File: src/rtl/scc_pkg.sv
// Shared types and constants for the Z8530 SCC bus master.
package scc_pkg;

  typedef enum logic [2:0] {
    IDLE,
    SETUP,
    STROBE,
    HOLD,
    RECOV
  } state_e;

  typedef logic [1:0] scc_addr_t;

  // {AB_n, DC_n} register select encodings
  localparam scc_addr_t SCC_B_CTRL = 2'b00;
  localparam scc_addr_t SCC_B_DATA = 2'b01;
  localparam scc_addr_t SCC_A_CTRL = 2'b10;
  localparam scc_addr_t SCC_A_DATA = 2'b11;

  // Default bus timing, in clock cycles
  localparam int unsigned DEF_SETUP_CYC    = 1;
  localparam int unsigned DEF_STROBE_CYC   = 4;
  localparam int unsigned DEF_HOLD_CYC     = 1;
  localparam int unsigned DEF_RECOVERY_CYC = 6;

  localparam int unsigned CNT_W = 8;

  // Down-counter load value for a phase lasting n cycles
  function automatic logic [CNT_W-1:0] cyc_load(input int unsigned n);
    return CNT_W'(n - 1);
  endfunction

endpackage

File: src/rtl/scc_bus_master_if.sv
// CPU request/ack side plus SCC pin side of the bus master.
interface scc_bus_master_if;
  import scc_pkg::*;

  logic       req;
  logic       we;
  scc_addr_t  addr;
  logic [7:0] wdata;
  logic       ack;
  logic [7:0] rdata;
  logic       busy;
  logic       irq;

  logic       scc_ce_n;
  logic       scc_rd_n;
  logic       scc_wr_n;
  logic       scc_ab_n;
  logic       scc_dc_n;
  logic [7:0] scc_d_out;
  logic       scc_d_oe;
  logic [7:0] scc_d_in;
  logic       scc_int_n;
  logic       scc_inta_n;

  logic       iack_req;
  logic       iack_ack;
  logic [7:0] vector;

  modport master (
    input  req, we, addr, wdata, scc_d_in, scc_int_n, iack_req,
    output ack, rdata, busy, irq,
    output scc_ce_n, scc_rd_n, scc_wr_n, scc_ab_n, scc_dc_n,
    output scc_d_out, scc_d_oe, scc_inta_n, iack_ack, vector
  );

  modport slave (
    output req, we, addr, wdata, scc_d_in, scc_int_n, iack_req,
    input  ack, rdata, busy, irq,
    input  scc_ce_n, scc_rd_n, scc_wr_n, scc_ab_n, scc_dc_n,
    input  scc_d_out, scc_d_oe, scc_inta_n, iack_ack, vector
  );
endinterface

File: src/rtl/scc_bus_master_sync2.sv
// Two-flop synchroniser; resets to 1 so an active-low input reads inactive.
module sync2 (
  input  logic clk,
  input  logic rst_n,
  input  logic d,
  output logic q
);
  logic meta;

  // Double-register the asynchronous input
  always_ff @(posedge clk or negedge rst_n) begin
    if (!rst_n) begin
      meta <= 1'b1;
      q    <= 1'b1;
    end else begin
      meta <= d;
      q    <= meta;
    end
  end
endmodule

File: src/rtl/scc_bus_master.sv
// Z8530 SCC bus master: turns req/ack register accesses into timed
// CE_n/RD_n/WR_n/AB_n/DC_n cycles and synchronises the SCC interrupt.
// Optional interrupt-acknowledge cycles are enabled by defining SCC_IACK_EN.
module scc_bus_master
  import scc_pkg::*;
#(
  parameter int unsigned SETUP_CYC    = DEF_SETUP_CYC,
  parameter int unsigned STROBE_CYC   = DEF_STROBE_CYC,
  parameter int unsigned HOLD_CYC     = DEF_HOLD_CYC,
  parameter int unsigned RECOVERY_CYC = DEF_RECOVERY_CYC
) (
  input  logic             clk,
  input  logic             reset_n,
  scc_bus_master_if.master bus
);

  // Every phase length must fit the 8-bit down-counter and be non-zero
  if (SETUP_CYC == 0 || SETUP_CYC > 255 || STROBE_CYC == 0 || STROBE_CYC > 255 ||
      HOLD_CYC == 0 || HOLD_CYC > 255 || RECOVERY_CYC == 0 || RECOVERY_CYC > 255) begin : g_bad_timing
    $error("scc_bus_master: timing parameters must be in 1..255");
  end

  state_e           state;
  logic [CNT_W-1:0] cnt;
  logic             we_q;
  logic             ce_n;
  logic             rd_n;
  logic             wr_n;
  logic             ab_n;
  logic             dc_n;
  logic [7:0]       d_out;
  logic             d_oe;
  logic             ack;
  logic [7:0]       rdata;
  logic             busy;
  logic             int_n_sync;

`ifdef SCC_IACK_EN
  logic             iack_q;
  logic             inta_n;
  logic             iack_ack;
  logic [7:0]       vector;
`endif

  // Bus-cycle sequencer; all pin and handshake outputs are registered here
  always_ff @(posedge clk or negedge reset_n) begin
    if (!reset_n) begin
      state  <= IDLE;
      cnt    <= '0;
      we_q   <= 1'b0;
      ce_n   <= 1'b1;
      rd_n   <= 1'b1;
      wr_n   <= 1'b1;
      ab_n   <= 1'b1;
      dc_n   <= 1'b1;
      d_out  <= '0;
      d_oe   <= 1'b0;
      ack    <= 1'b0;
      rdata  <= '0;
      busy   <= 1'b0;
`ifdef SCC_IACK_EN
      iack_q   <= 1'b0;
      inta_n   <= 1'b1;
      iack_ack <= 1'b0;
      vector   <= '0;
`endif
    end else begin
      ack <= 1'b0;
`ifdef SCC_IACK_EN
      iack_ack <= 1'b0;
`endif
      case (state)
        IDLE: begin
`ifdef SCC_IACK_EN
          // Interrupt acknowledge wins over a simultaneous register access
          if (bus.iack_req) begin
            state  <= SETUP;
            cnt    <= cyc_load(SETUP_CYC);
            busy   <= 1'b1;
            iack_q <= 1'b1;
            we_q   <= 1'b0;
            inta_n <= 1'b0;
          end else
`endif
          if (bus.req) begin
            state <= SETUP;
            cnt   <= cyc_load(SETUP_CYC);
            busy  <= 1'b1;
            we_q  <= bus.we;
            ce_n  <= 1'b0;
            ab_n  <= bus.addr[1];
            dc_n  <= bus.addr[0];
`ifdef SCC_IACK_EN
            iack_q <= 1'b0;
`endif
            if (bus.we) begin
              d_oe  <= 1'b1;
              d_out <= bus.wdata;
            end
          end
        end

        SETUP: begin
          if (cnt == '0) begin
            state <= STROBE;
            cnt   <= cyc_load(STROBE_CYC);
            if (we_q) wr_n <= 1'b0;
            else      rd_n <= 1'b0;
          end else begin
            cnt <= cnt - CNT_W'(1);
          end
        end

        STROBE: begin
          if (cnt == '0) begin
            state <= HOLD;
            cnt   <= cyc_load(HOLD_CYC);
            rd_n  <= 1'b1;
            wr_n  <= 1'b1;
`ifdef SCC_IACK_EN
            if (iack_q) vector <= bus.scc_d_in;
            else
`endif
            if (!we_q) rdata <= bus.scc_d_in;
          end else begin
            cnt <= cnt - CNT_W'(1);
          end
        end

        HOLD: begin
          if (cnt == '0) begin
            state <= RECOV;
            cnt   <= cyc_load(RECOVERY_CYC);
            ce_n  <= 1'b1;
            d_oe  <= 1'b0;
`ifdef SCC_IACK_EN
            inta_n <= 1'b1;
            if (iack_q) iack_ack <= 1'b1;
            else        ack      <= 1'b1;
`else
            ack <= 1'b1;
`endif
          end else begin
            cnt <= cnt - CNT_W'(1);
          end
        end

        RECOV: begin
          if (cnt == '0) begin
            state <= IDLE;
            busy  <= 1'b0;
          end else begin
            cnt <= cnt - CNT_W'(1);
          end
        end

        default: state <= IDLE;
      endcase
    end
  end

  // Interrupt line synchroniser, free-running regardless of bus activity
  sync2 u_int_sync (
    .clk   (clk),
    .rst_n (reset_n),
    .d     (bus.scc_int_n),
    .q     (int_n_sync)
  );

  assign bus.irq       = ~int_n_sync;
  assign bus.ack       = ack;
  assign bus.rdata     = rdata;
  assign bus.busy      = busy;
  assign bus.scc_ce_n  = ce_n;
  assign bus.scc_rd_n  = rd_n;
  assign bus.scc_wr_n  = wr_n;
  assign bus.scc_ab_n  = ab_n;
  assign bus.scc_dc_n  = dc_n;
  assign bus.scc_d_out = d_out;
  assign bus.scc_d_oe  = d_oe;

`ifdef SCC_IACK_EN
  assign bus.scc_inta_n = inta_n;
  assign bus.iack_ack   = iack_ack;
  assign bus.vector     = vector;
`else
  logic unused_iack_req;
  assign unused_iack_req = bus.iack_req;
  assign bus.scc_inta_n  = 1'b1;
  assign bus.iack_ack    = 1'b0;
  assign bus.vector      = '0;
`endif

endmodule

File: src/flat_wrapper.sv
// flat-port wrapper written by rule: the top's interface ports become plain ports
module scc_bus_master_flat import scc_pkg::*;
#(
  parameter int unsigned SETUP_CYC    = DEF_SETUP_CYC,
  parameter int unsigned STROBE_CYC   = DEF_STROBE_CYC,
  parameter int unsigned HOLD_CYC     = DEF_HOLD_CYC,
  parameter int unsigned RECOVERY_CYC = DEF_RECOVERY_CYC
)
  (clk, reset_n, bus_req, bus_we, bus_addr, bus_wdata, bus_scc_d_in, bus_scc_int_n, bus_iack_req, bus_ack, bus_rdata, bus_busy, bus_irq, bus_scc_ce_n, bus_scc_rd_n, bus_scc_wr_n, bus_scc_ab_n, bus_scc_dc_n, bus_scc_d_out, bus_scc_d_oe, bus_scc_inta_n, bus_iack_ack, bus_vector);
  scc_bus_master_if bus_i ();
  input  logic clk;
  input  logic reset_n;
  input wire logic [$bits(bus_i.req)-1:0] bus_req;
  input wire logic [$bits(bus_i.we)-1:0] bus_we;
  input wire logic [$bits(bus_i.addr)-1:0] bus_addr;
  input wire logic [$bits(bus_i.wdata)-1:0] bus_wdata;
  input wire logic [$bits(bus_i.scc_d_in)-1:0] bus_scc_d_in;
  input wire logic [$bits(bus_i.scc_int_n)-1:0] bus_scc_int_n;
  input wire logic [$bits(bus_i.iack_req)-1:0] bus_iack_req;
  output wire logic [$bits(bus_i.ack)-1:0] bus_ack;
  output wire logic [$bits(bus_i.rdata)-1:0] bus_rdata;
  output wire logic [$bits(bus_i.busy)-1:0] bus_busy;
  output wire logic [$bits(bus_i.irq)-1:0] bus_irq;
  output wire logic [$bits(bus_i.scc_ce_n)-1:0] bus_scc_ce_n;
  output wire logic [$bits(bus_i.scc_rd_n)-1:0] bus_scc_rd_n;
  output wire logic [$bits(bus_i.scc_wr_n)-1:0] bus_scc_wr_n;
  output wire logic [$bits(bus_i.scc_ab_n)-1:0] bus_scc_ab_n;
  output wire logic [$bits(bus_i.scc_dc_n)-1:0] bus_scc_dc_n;
  output wire logic [$bits(bus_i.scc_d_out)-1:0] bus_scc_d_out;
  output wire logic [$bits(bus_i.scc_d_oe)-1:0] bus_scc_d_oe;
  output wire logic [$bits(bus_i.scc_inta_n)-1:0] bus_scc_inta_n;
  output wire logic [$bits(bus_i.iack_ack)-1:0] bus_iack_ack;
  output wire logic [$bits(bus_i.vector)-1:0] bus_vector;
  assign bus_i.req = bus_req;
  assign bus_i.we = bus_we;
  assign bus_i.addr = bus_addr;
  assign bus_i.wdata = bus_wdata;
  assign bus_i.scc_d_in = bus_scc_d_in;
  assign bus_i.scc_int_n = bus_scc_int_n;
  assign bus_i.iack_req = bus_iack_req;
  assign bus_ack = bus_i.ack;
  assign bus_rdata = bus_i.rdata;
  assign bus_busy = bus_i.busy;
  assign bus_irq = bus_i.irq;
  assign bus_scc_ce_n = bus_i.scc_ce_n;
  assign bus_scc_rd_n = bus_i.scc_rd_n;
  assign bus_scc_wr_n = bus_i.scc_wr_n;
  assign bus_scc_ab_n = bus_i.scc_ab_n;
  assign bus_scc_dc_n = bus_i.scc_dc_n;
  assign bus_scc_d_out = bus_i.scc_d_out;
  assign bus_scc_d_oe = bus_i.scc_d_oe;
  assign bus_scc_inta_n = bus_i.scc_inta_n;
  assign bus_iack_ack = bus_i.iack_ack;
  assign bus_vector = bus_i.vector;
  scc_bus_master #(.SETUP_CYC(SETUP_CYC), .STROBE_CYC(STROBE_CYC), .HOLD_CYC(HOLD_CYC), .RECOVERY_CYC(RECOVERY_CYC)) u_core (.clk(clk), .reset_n(reset_n), .bus(bus_i));
endmodule
File: config.mk
export PLATFORM = sky130hd
export DESIGN_NAME = scc_bus_master_flat
export DESIGN_NICKNAME = d
export VERILOG_FILES = /design/src/rtl/scc_pkg.sv /design/src/rtl/scc_bus_master_if.sv /design/src/rtl/scc_bus_master_sync2.sv /design/src/rtl/scc_bus_master.sv /design/src/flat_wrapper.sv
export SDC_FILE = /design/constraint.sdc
export NUM_CORES = 1
export LEC_CHECK = 0
export ABC_AREA = 0
export BUFFER_PORTS_ARGS = -buffer_cell sky130_fd_sc_hd__clkbuf_2
export CAP_MARGIN = 20
export CORE_ASPECT_RATIO = 1.25
export CORE_UTILIZATION = 40
export CTS_CLUSTER_SIZE = 10
export DETAILED_ROUTE_END_ITERATION = 12
export SETUP_SLACK_MARGIN = 0.4
export SYNTH_ARGS = -nofsm -noshare
export SYNTH_HDL_FRONTEND = slang
export SYNTH_SLANG_ARGS = --single-unit
export TNS_END_PERCENT = 100
File: constraint.sdc
create_clock -name clk -period 4.3 [get_ports clk]
set_input_delay 0.645 -clock clk [delete_from_list [all_inputs] [get_ports clk]]
set_output_delay 0.645 -clock clk [all_outputs]
set_load 0.05 [all_outputs]
Yosys cells after proc, flatten, opt, wreduce, memory -nomap -nowiden --
Cells that the tools add are included.
Cells by class: add/subtract/negate cells 1, eq/ne operators 13, multiplexer cells 29, bitwise operators 2, reduce and logical (&&, ||, !) cells 16
Operators by type and width (count):
- $mux 8 | 5
- $pmux 8 s5 | 1
- $mux 3 | 5
- $pmux 3 s5 | 1
- $reduce_and 3->1 | 5
- $mux 1 | 12
- $reduce_and 4->1 | 3
- $ne 2x1->1 const B | 5
- $pmux 1 s2 | 5
- $logic_not 8->1 | 1
- $ne 2x2->1 const B | 4
- $sub 8x1->8 const B | 1
- $eq 3x2->1 const B | 2
- $reduce_bool 2->1 | 3
- $reduce_and 5->1 | 1
- $reduce_bool 5->1 | 1
- $eq 3x1->1 const B | 1
- $eq 3x3->1 const B | 1
- $logic_not 3->1 | 1
- $not 1->1 | 2
- $reduce_and 2->1 | 1
Storage, ports and cells: register bits 38, bits of input ports 24, output and inout port bits 35, word-level logic and storage cells 76

Depth between registers and ports, before layout --
Gate-level depths: netlist of the first run.
depth after elaboration 3, gate-level depth with buffers 7, gate-level depth less buffers 6

Modules after synthesis --
Synthesis of the first run repeated with hierarchy kept, for this count alone.
Unflattened totals: cell total of the unflattened synthesis 168, area, all modules 1910.6 sq um
Modules (own cells, without submodules):
- scc_bus_master | times used 1, cells each 166, area an instance 1858.0 sq um, seq. area each 907.1 sq um
- sync2 | times used 1, cells each 2, area an instance 52.6 sq um, seq. area each 52.6 sq um

Least setup slack after synthesis of the first run --
OpenSTA, ideal clock, no wires.
kind register -> register, start point register u_core.cnt[0], end point register u_core.cnt[6], setup time 0.148 ns, data arrival time 1.879 ns, required time 4.152 ns, path slack 2.272 ns, stages on the path, launching flop included 7, path buffers 0, clock period less this slack 2.028 ns, path through dfrtp_1 -> inv_1 -> ha_1 -> or4b_4 -> or2_2 -> o311ai_0 -> o221ai_1
On the way: word-level cells in the longest chain between the ends 3, elaborated cells between the ends (all ways) 9, classes of those cells add/sub (1); eq/ne (1); mux (5); reduce/logical (2)
RTL lines:
- from (decl) | line scc_bus_master.sv:24 | logic [CNT_W-1:0] cnt;
- from (signal assigned) | line scc_bus_master.sv:87 | cnt <= cyc_load(SETUP_CYC);
- from (signal assigned) | line scc_bus_master.sv:106 | cnt <= cyc_load(STROBE_CYC);
- from (signal assigned) | line scc_bus_master.sv:110 | cnt <= cnt - CNT_W'(1);
- $sub 8x1->8 or $logic_not 8->1 (tied branches)
- $mux 8 (tied with other cells) | line scc_bus_master.sv:149 | if (cnt == '0) begin
- $pmux 8 s5 or $reduce_and 3->1 (tied branches)
Parallel ways exist; a longest one is shown, timed or not. The select of a mux whose other input is x is not followed. A chain may end at the register's enable or synchronous reset.

Worst setup path after layout of the first run --
start point register u_core.state[2], end point register u_core.d_out[5], in the netlist u_core.bus.scc_d_out[5]
On the way: word-level cells in the longest chain between the ends 2
RTL lines:
- from (decl) | line scc_bus_master.sv:23 | state_e state;
- from (signal assigned) | line scc_bus_master.sv:48 | state <= IDLE;
- from (signal assigned) | line scc_bus_master.sv:86 | state <= SETUP;
- from (signal assigned) | line scc_bus_master.sv:105 | state <= STROBE;
- $logic_not 3->1 | line scc_bus_master.sv:72 | case (state)
- $reduce_and 3->1 (no line)
- to (signal assigned) | line scc_bus_master.sv:98 | d_out <= bus.wdata;
- to (decl) | line scc_bus_master.sv:31 | logic [7:0] d_out;
No other way between the ends.

==> results.sh, run 1 <==
export IMPL_outcome="finished, final reports clean"
export IMPL_post_route_period_util=0.576
export IMPL_hpwl_um=2930
export IMPL_end_kind="flop"
export IMPL_p_seq_frac=0.391
export IMPL_required_ns=4.48
export IMPL_first_iter_violations=93
export IMPL_initial_core_util=0.421
export IMPL_ys_warn_count=0
export IMPL_reg2reg_to="u_core.bus.scc_d_out[5]"
export IMPL_die_area_um2=5340
export IMPL_crit_chain="nor4b_1 > nand2_2 > mux2_2"
export IMPL_cts_tree="yes"
export IMPL_hp_class="flop to flop"
export IMPL_fin_nets=253
export IMPL_place_inst=281
export IMPL_synth_compound_area_frac=0.144
export IMPL_crit_arrival_ns=2.65
export IMPL_p_int_uw=844
export IMPL_tightest_slew_ns=1.00
export IMPL_fp_coreArea_um2=4800
export IMPL_synth_simple_area_share=0.185
export IMPL_setup_viol=0
export IMPL_cts_hold_buf=0
export IMPL_min_period_ns=2.48
export IMPL_die_w_um=65.6
export IMPL_synth_edf_count=0
export IMPL_holdWs_ns=0.360
export IMPL_syn_avg_cell_area_um2=10.9
export IMPL_synth_top_family_by_area="simple AND/OR/NAND/NOR gates"
export IMPL_grt_busiest_layer="met2"
export IMPL_skew_ns=0.00675
export IMPL_p_total_mw=1.58
export IMPL_synth_cells=186
export IMPL_mostFrequentLayoutCells="clkbuf_2 (47), dfrtp_1 (31), nand2_1 (21), mux2_2 (16), conb_1 (10)"
export IMPL_cts_setup_buffers=0
export IMPL_synth_flop_cell="dfrtp_1"
export IMPL_p_leak_nw=1.13
export IMPL_ys_seq_elements=38
export IMPL_cts_resized=0
export IMPL_synthAdderAreaFrac=0.00620
export IMPL_via_count=1545
export IMPL_crit_type="flop to flop"
export IMPL_grt_use_met3=0.0306
export IMPL_place_congestion=0.778
export IMPL_synth_xor_xnor_area_share=0.00867
export IMPL_fillers=460
export IMPL_grt_pass1_vias=1443
export IMPL_final_cells=289
export IMPL_routedWlPerCell_um=14.2
export IMPL_rows=28
export IMPL_r2r_slack_ns=1.82
export IMPL_num_io_pins=59
export IMPL_setup_tns_final_ns=0
export IMPL_drive_gt1_frac=0.402
export IMPL_hold_violations=0
export IMPL_cts_root_buffer="clkbuf_8"
export IMPL_reg2reg_depth=3
export IMPL_swShare=0.465
export IMPL_fmax_mhz=404
export IMPL_cts_buffers=5
export IMPL_vias_per_cell=5.35
export IMPL_slowest_stage="nor4b_1"
export IMPL_ys_seq_area_frac=0.475
export IMPL_grt_start_max_net_pins=39
export IMPL_clkPwrFrac=0.163
export IMPL_p_switching_uw=732
export IMPL_clockBufferDepth=2
export IMPL_worst_path_max_fanout=29
export IMPL_final_common_cell="clkbuf_2"
export IMPL_met2_usage=0.285
export IMPL_pwr_density_cell_nw_per_um2=679
export IMPL_synth_async_reset_ratio=1.00
export IMPL_io_buffers=47
export IMPL_syn2layout_area_growth_pct=14.8
export IMPL_crit_path_start_kind="flop"
export IMPL_maxCapViolations=0
export IMPL_critPathMaxStageDelay_ns=0.99
export IMPL_rsz0062_at_grt="no"
export IMPL_clk_insertion_delay_late_ns=0.29
export IMPL_clock_sinks=38
export IMPL_grt_pass1_wl_um=6930
export IMPL_overflow=0
export IMPL_clk_pin_slew_worst_paths_ns=0.08
export IMPL_gr_usage_all_layers=0.174
export IMPL_synth_distinct_cells=53
export IMPL_antenna_left=0
export IMPL_max_vdd_ir_drop_v=0.000532
export IMPL_crit_start="u_core.state[2]"
export IMPL_antenna_found_initial=0
export IMPL_synth_area_mux_share=0.0991
export IMPL_maxSlewHeadroom=0.321
export IMPL_r2r_start="u_core.state[2]"
export IMPL_antennaDiodeCount=0
export IMPL_syn_cell_area_um2=2020
export IMPL_slew_viol_final=0
export IMPL_combPwrFrac=0.446
export IMPL_htreeDepth=2
export IMPL_dieHeight_um=81.4
export IMPL_drc_errors=0
export IMPL_use_met1=0.221
export IMPL_wl_um=4100
export IMPL_drt_pre_antenna_iters=5
export IMPL_crit_end="u_core.bus.scc_d_out[5]"
-- through the flow --
step	setup WS, ns	utilization	cell area [um^2]
2_1_floorplan	2.27	-	2050
3_3_place_gp	1.81	0.463	2220
3_5_place_dp	1.85	0.463	2220
4_1_cts	1.81	0.483	2320
5_1_grt	1.55	0.483	2320
6_report	1.82	0.483	2320
-- cells by family (layout without fill, tap and decap cells) --
logic type	Yosys count	count (layout)
compound gates	39	39
xor+xnor	2	2
fa+ha+maj	1	1
buf+inv	26	61
flops	38	38
mux	18	18
other cells	2	10
simple gates	60	60
-- worst min-delay path by stage --
stage | start | to | slack, ns | depth (start not counted)
6_report | u_core.u_int_sync.meta | u_core.u_int_sync.q | 0.36 | 0
5_1_grt | u_core.u_int_sync.meta | u_core.u_int_sync.q | 0.36 | 0
4_1_cts | u_core.u_int_sync.meta | u_core.u_int_sync.q | 0.36 | 0
3_5_place_dp | u_core.u_int_sync.meta | u_core.u_int_sync.q | 0.35 | 0
3_3_place_gp | u_core.u_int_sync.meta | u_core.u_int_sync.q | 0.35 | 0
2_1_floorplan | reset_n | u_core.bus.ack | 0.35 | 0
-- area by class of cell --
| class | instances | area, um^2 | share of cell area |
|---|---|---|---|
| Timing Repair Buffer | 47 | 235 | 0.101 |
| Inverter | 6 | 22.5 | 0.00971 |
| Multi-Input combinational cell | 130 | 931 | 0.402 |
| Sequential cell | 38 | 960 | 0.414 |
| Tap cell | 60 | 75.1 | 0.0324 |
| Clock inverter | 2 | 12.5 | 0.00540 |
| Clock buffer | 6 | 82.6 | 0.0356 |
-- Yosys cell counts (all sizes together) (3+ instances only) --
cell,instances,area share
dfrtp,31,0.38
nand2,22,0.042
buf,17,0.062
mux2,16,0.089
o21ai,10,0.025
dfstp,7,0.091
inv,6,0.011
nor2,6,0.015
nor3,4,0.0099
or2,4,0.012
or3b,4,0.017
a21oi,3,0.0074
a31oi,3,0.0093
clkbuf,3,0.0056
nor3b,3,0.011
o22a,3,0.013
-- state kept, by name, indices dropped and copies added (netlist names) --
register                flops
u_core.bus.scc_rd_n         1
u_core.bus.scc_wr_n         1
u_core.u_int_sync.meta      1
u_core.bus.scc_ab_n         1
u_core.bus.scc_ce_n         1
u_core.bus.ack              1
u_core.bus.scc_d_out        8
u_core.bus.rdata            8
u_core.bus.busy             1
u_core.bus.scc_d_oe         1
u_core.bus.scc_dc_n         1
u_core.u_int_sync.q         1
u_core.we_q                 1
u_core.cnt                  8
u_core.state                3
-- power groups by stage --
stage | clock network [mW] | registers [mW] | logic (mW)
2_1_floorplan | 0 | 0.770 | 0.415
3_3_place_gp | 0 | 0.618 | 0.700
3_5_place_dp | 0 | 0.620 | 0.705
4_1_cts | 0.265 | 0.613 | 0.708
5_1_grt | 0.277 | 0.636 | 0.764
6_report | 0.257 | 0.616 | 0.703
-- worst max-delay path: cells and delay by family (launching register included) --
family           cells  cell delay, ns
AND/OR/NAND/NOR      2            1.31
flip-flops           1            0.69
multiplexers         1            0.35
-- routing by layer --
layer  vias to the layer above  part of all wire
met5                         -                 0
met4                         0             0.019
met3                         7             0.052
met2                        45              0.51
met1                       753              0.42
li1                        740                 -
No activity file was read; power rests on OpenSTA's default activity.
==> run 2, diff against run 1 <==
--- a/config.mk
+++ b/config.mk
@@ -12,6 +12,7 @@
 export CORE_UTILIZATION = 40
 export CTS_CLUSTER_SIZE = 10
 export DETAILED_ROUTE_END_ITERATION = 12
+export PLACE_DENSITY = 0.67
 export SETUP_SLACK_MARGIN = 0.4
 export SYNTH_ARGS = -nofsm -noshare
 export SYNTH_HDL_FRONTEND = slang
==> constraint.sdc (replaced) <==
create_clock -name clk -period 2.17 [get_ports clk]
set_input_delay 0.3255 -clock clk [delete_from_list [all_inputs] [get_ports clk]]
set_output_delay 0.3255 -clock clk [all_outputs]
set_load 0.05 [all_outputs]
==> run 2 against run 1 <==
  * The flow now finishes with violations (hold timing)
  * Clock-buffer cell count rose by 1
  * Worst setup slack got worse by 1.6 ns
  * Utilization rose by 7.7 points
  * Final cell count is 12% higher
  * Sequential share of layout area shrank 5.7 points
  * Cell area grew 16%
  * Largest cell class is now multi-input gates
  * Highest routed layer unchanged
==> results.sh, run 2 (synthesis results as in run 1) <==
export IMPL_outcome="complete, but fails checks"
export IMPL_violations="hold timing"
export IMPL_crit_arrival_ns=2.10
export IMPL_cts_buffers=5
export IMPL_post_route_period_util=0.874
export IMPL_rows=28
export IMPL_fin_util=0.560
export IMPL_setup_tns_final_ns=0
export IMPL_maxCapViolations=0
export IMPL_mostFrequentLayoutCells="clkbuf_2 (47), dfrtp_1 (30), buf_4 (28), nand2_1 (18), mux2_2 (15)"
export IMPL_reg2reg_depth=6
export IMPL_final_common_cell="clkbuf_2"
export IMPL_crit_start="u_core.cnt[0]"
export IMPL_drive_gt1_frac=0.532
export IMPL_drc_errors=0
export IMPL_wl_met2_um=2390
export IMPL_p_int_mw=1.93
export IMPL_drt_pre_antenna_iters=4
export IMPL_htreeDepth=2
export IMPL_die_w_um=65.6
export IMPL_num_io_pins=59
export IMPL_wl_um=4600
export IMPL_reg2reg_to="u_core.cnt[6]"
export IMPL_first_iter_violations=100
export IMPL_swShare=0.453
export IMPL_min_period_ns=1.90
export IMPL_end_kind="flop"
export IMPL_syn2layout_area_growth_pct=33.1
export IMPL_worst_path_max_fanout=6
export IMPL_dieHeight_um=81.4
export IMPL_routedWlPerCell_um=14.3
export IMPL_via_count=1706
export IMPL_p_seq_frac=0.326
export IMPL_place_area_um2=2380
export IMPL_crit_path_start_kind="flop"
export IMPL_crit_end="u_core.cnt[6]"
export IMPL_hp_class="primary input to async pin"
export IMPL_fmax_mhz=527
export IMPL_clk_insertion_delay_late_ns=0.29
export IMPL_pwr_density_cell_nw_per_um2=1310
export IMPL_antenna_left=0
export IMPL_clkPwrFrac=0.134
export IMPL_gr_usage_all_layers=0.187
export IMPL_die_area_um2=5340
export IMPL_combPwrFrac=0.540
export IMPL_grt_start_max_net_pins=22
export IMPL_overflow=0
export IMPL_hpwl_um=3130
export IMPL_rsz0062_at_grt="yes"
export IMPL_crit_type="flop to flop"
export IMPL_maxSlewHeadroom=0.655
export IMPL_p_leak_nw=1.30
export IMPL_clock_sinks=38
export IMPL_fin_area_um2=2690
export IMPL_cts_root_buffer="clkbuf_8"
export IMPL_required_ns=2.37
export IMPL_tightest_slew_ns=0.518
export IMPL_cts_hold_buf=0
export IMPL_skew_ns=0.00351
export IMPL_grt_pass1_wl_um=7610
export IMPL_cts_tree="yes"
export IMPL_io_buffers=47
export IMPL_clockBufferDepth=2
export IMPL_place_congestion=0.840
export IMPL_fin_nets=287
export IMPL_fp_coreArea_um2=4800
export IMPL_clk_pin_slew_worst_paths_ns=0.07
export IMPL_r2r_start="u_core.cnt[0]"
export IMPL_hold_violations=7
export IMPL_wirelength_met1_um=1930
export IMPL_r2r_slack_ns=0.27
export IMPL_initial_core_util=0.421
export IMPL_p_switching_mw=1.60
export IMPL_holdWs_ns=-0.00259
export IMPL_slew_viol_final=0
export IMPL_vias_per_cell=5.28
export IMPL_setup_viol=0
export IMPL_p_total_mw=3.52
export IMPL_wl_met3_um=207
export IMPL_max_vdd_ir_drop_v=0.000902
export IMPL_antenna_found_initial=0
export IMPL_routed_top_layer="met4"
export IMPL_antennaDiodeCount=0
export IMPL_grt_pass1_vias=1679
-- run 2: worst min-delay path by stage --
stage | from | end | slack, ns
floorplan | reset_n | u_core.bus.ack | 0.03
global placement | reset_n | u_core.bus.rdata[4] | 0.33
detailed placement | reset_n | u_core.bus.rdata[4] | 0.33
CTS | reset_n | u_core.cnt[1] | 0.01
global route | reset_n | u_core.state[1] | 0.02
finish | reset_n | u_core.cnt[1] | -0.003
-- run 2: power by group through the flow --
stage	registers (mW)	clock network, mW	logic [mW]
after floorplan	1.53	0	0.876
after global placement	1.13	0	1.65
after detailed placement	1.14	0	1.67
after CTS	1.14	0.488	1.79
after global routing	1.18	0.516	2.04
final	1.15	0.472	1.90
-- run 2: cell type report --
cell class	instances	area, um^2
Clock inverter	1	7.51
Timing Repair Buffer	81	513
Inverter	6	22.5
Fill cell	394	2110
Sequential cell	38	961
Clock buffer	7	76.3
Tap cell	60	75.1
Multi-Input combinational cell	130	1030
-- run 2: critical path: stages (launching register included) --
cell	delay (ns)
dfrtp_1	0.40
inv_2	0.09
ha_4	0.15
or4b_4	0.46
or2_4	0.25
o41a_1	0.30
o221ai_1	0.15
-- run 2: per-layer routing --
layer	global-route usage	vias to the layer above
met1	0.218	836
met5	0	-
li1	-	804
met3	0.0431	9
met4	0.0783	0
met2	0.329	57
-- run 2: what timing repair did --
| action | in CTS | in global routing |
|---|---|---|
| resized for setup | 12 | 15 |
| setup endpoints to repair | 28 | 23 |
| setup buffers | 10 | 5 |
| pin swaps | 5 | 4 |
-- run 2: per-stage QoR --
step / hold WS (ns) / std cells / worst slack [ns]
6_report: -0.00259 / 323 / 0.273
3_5_place_dp: 0.328 / 300 / 0.173
2_1_floorplan: 0.0299 / 194 / 0.311
3_3_place_gp: 0.326 / 300 / 0.223
5_1_grt: 0.0249 / 323 / 0.186
4_1_cts: 0.0138 / 318 / 0.293
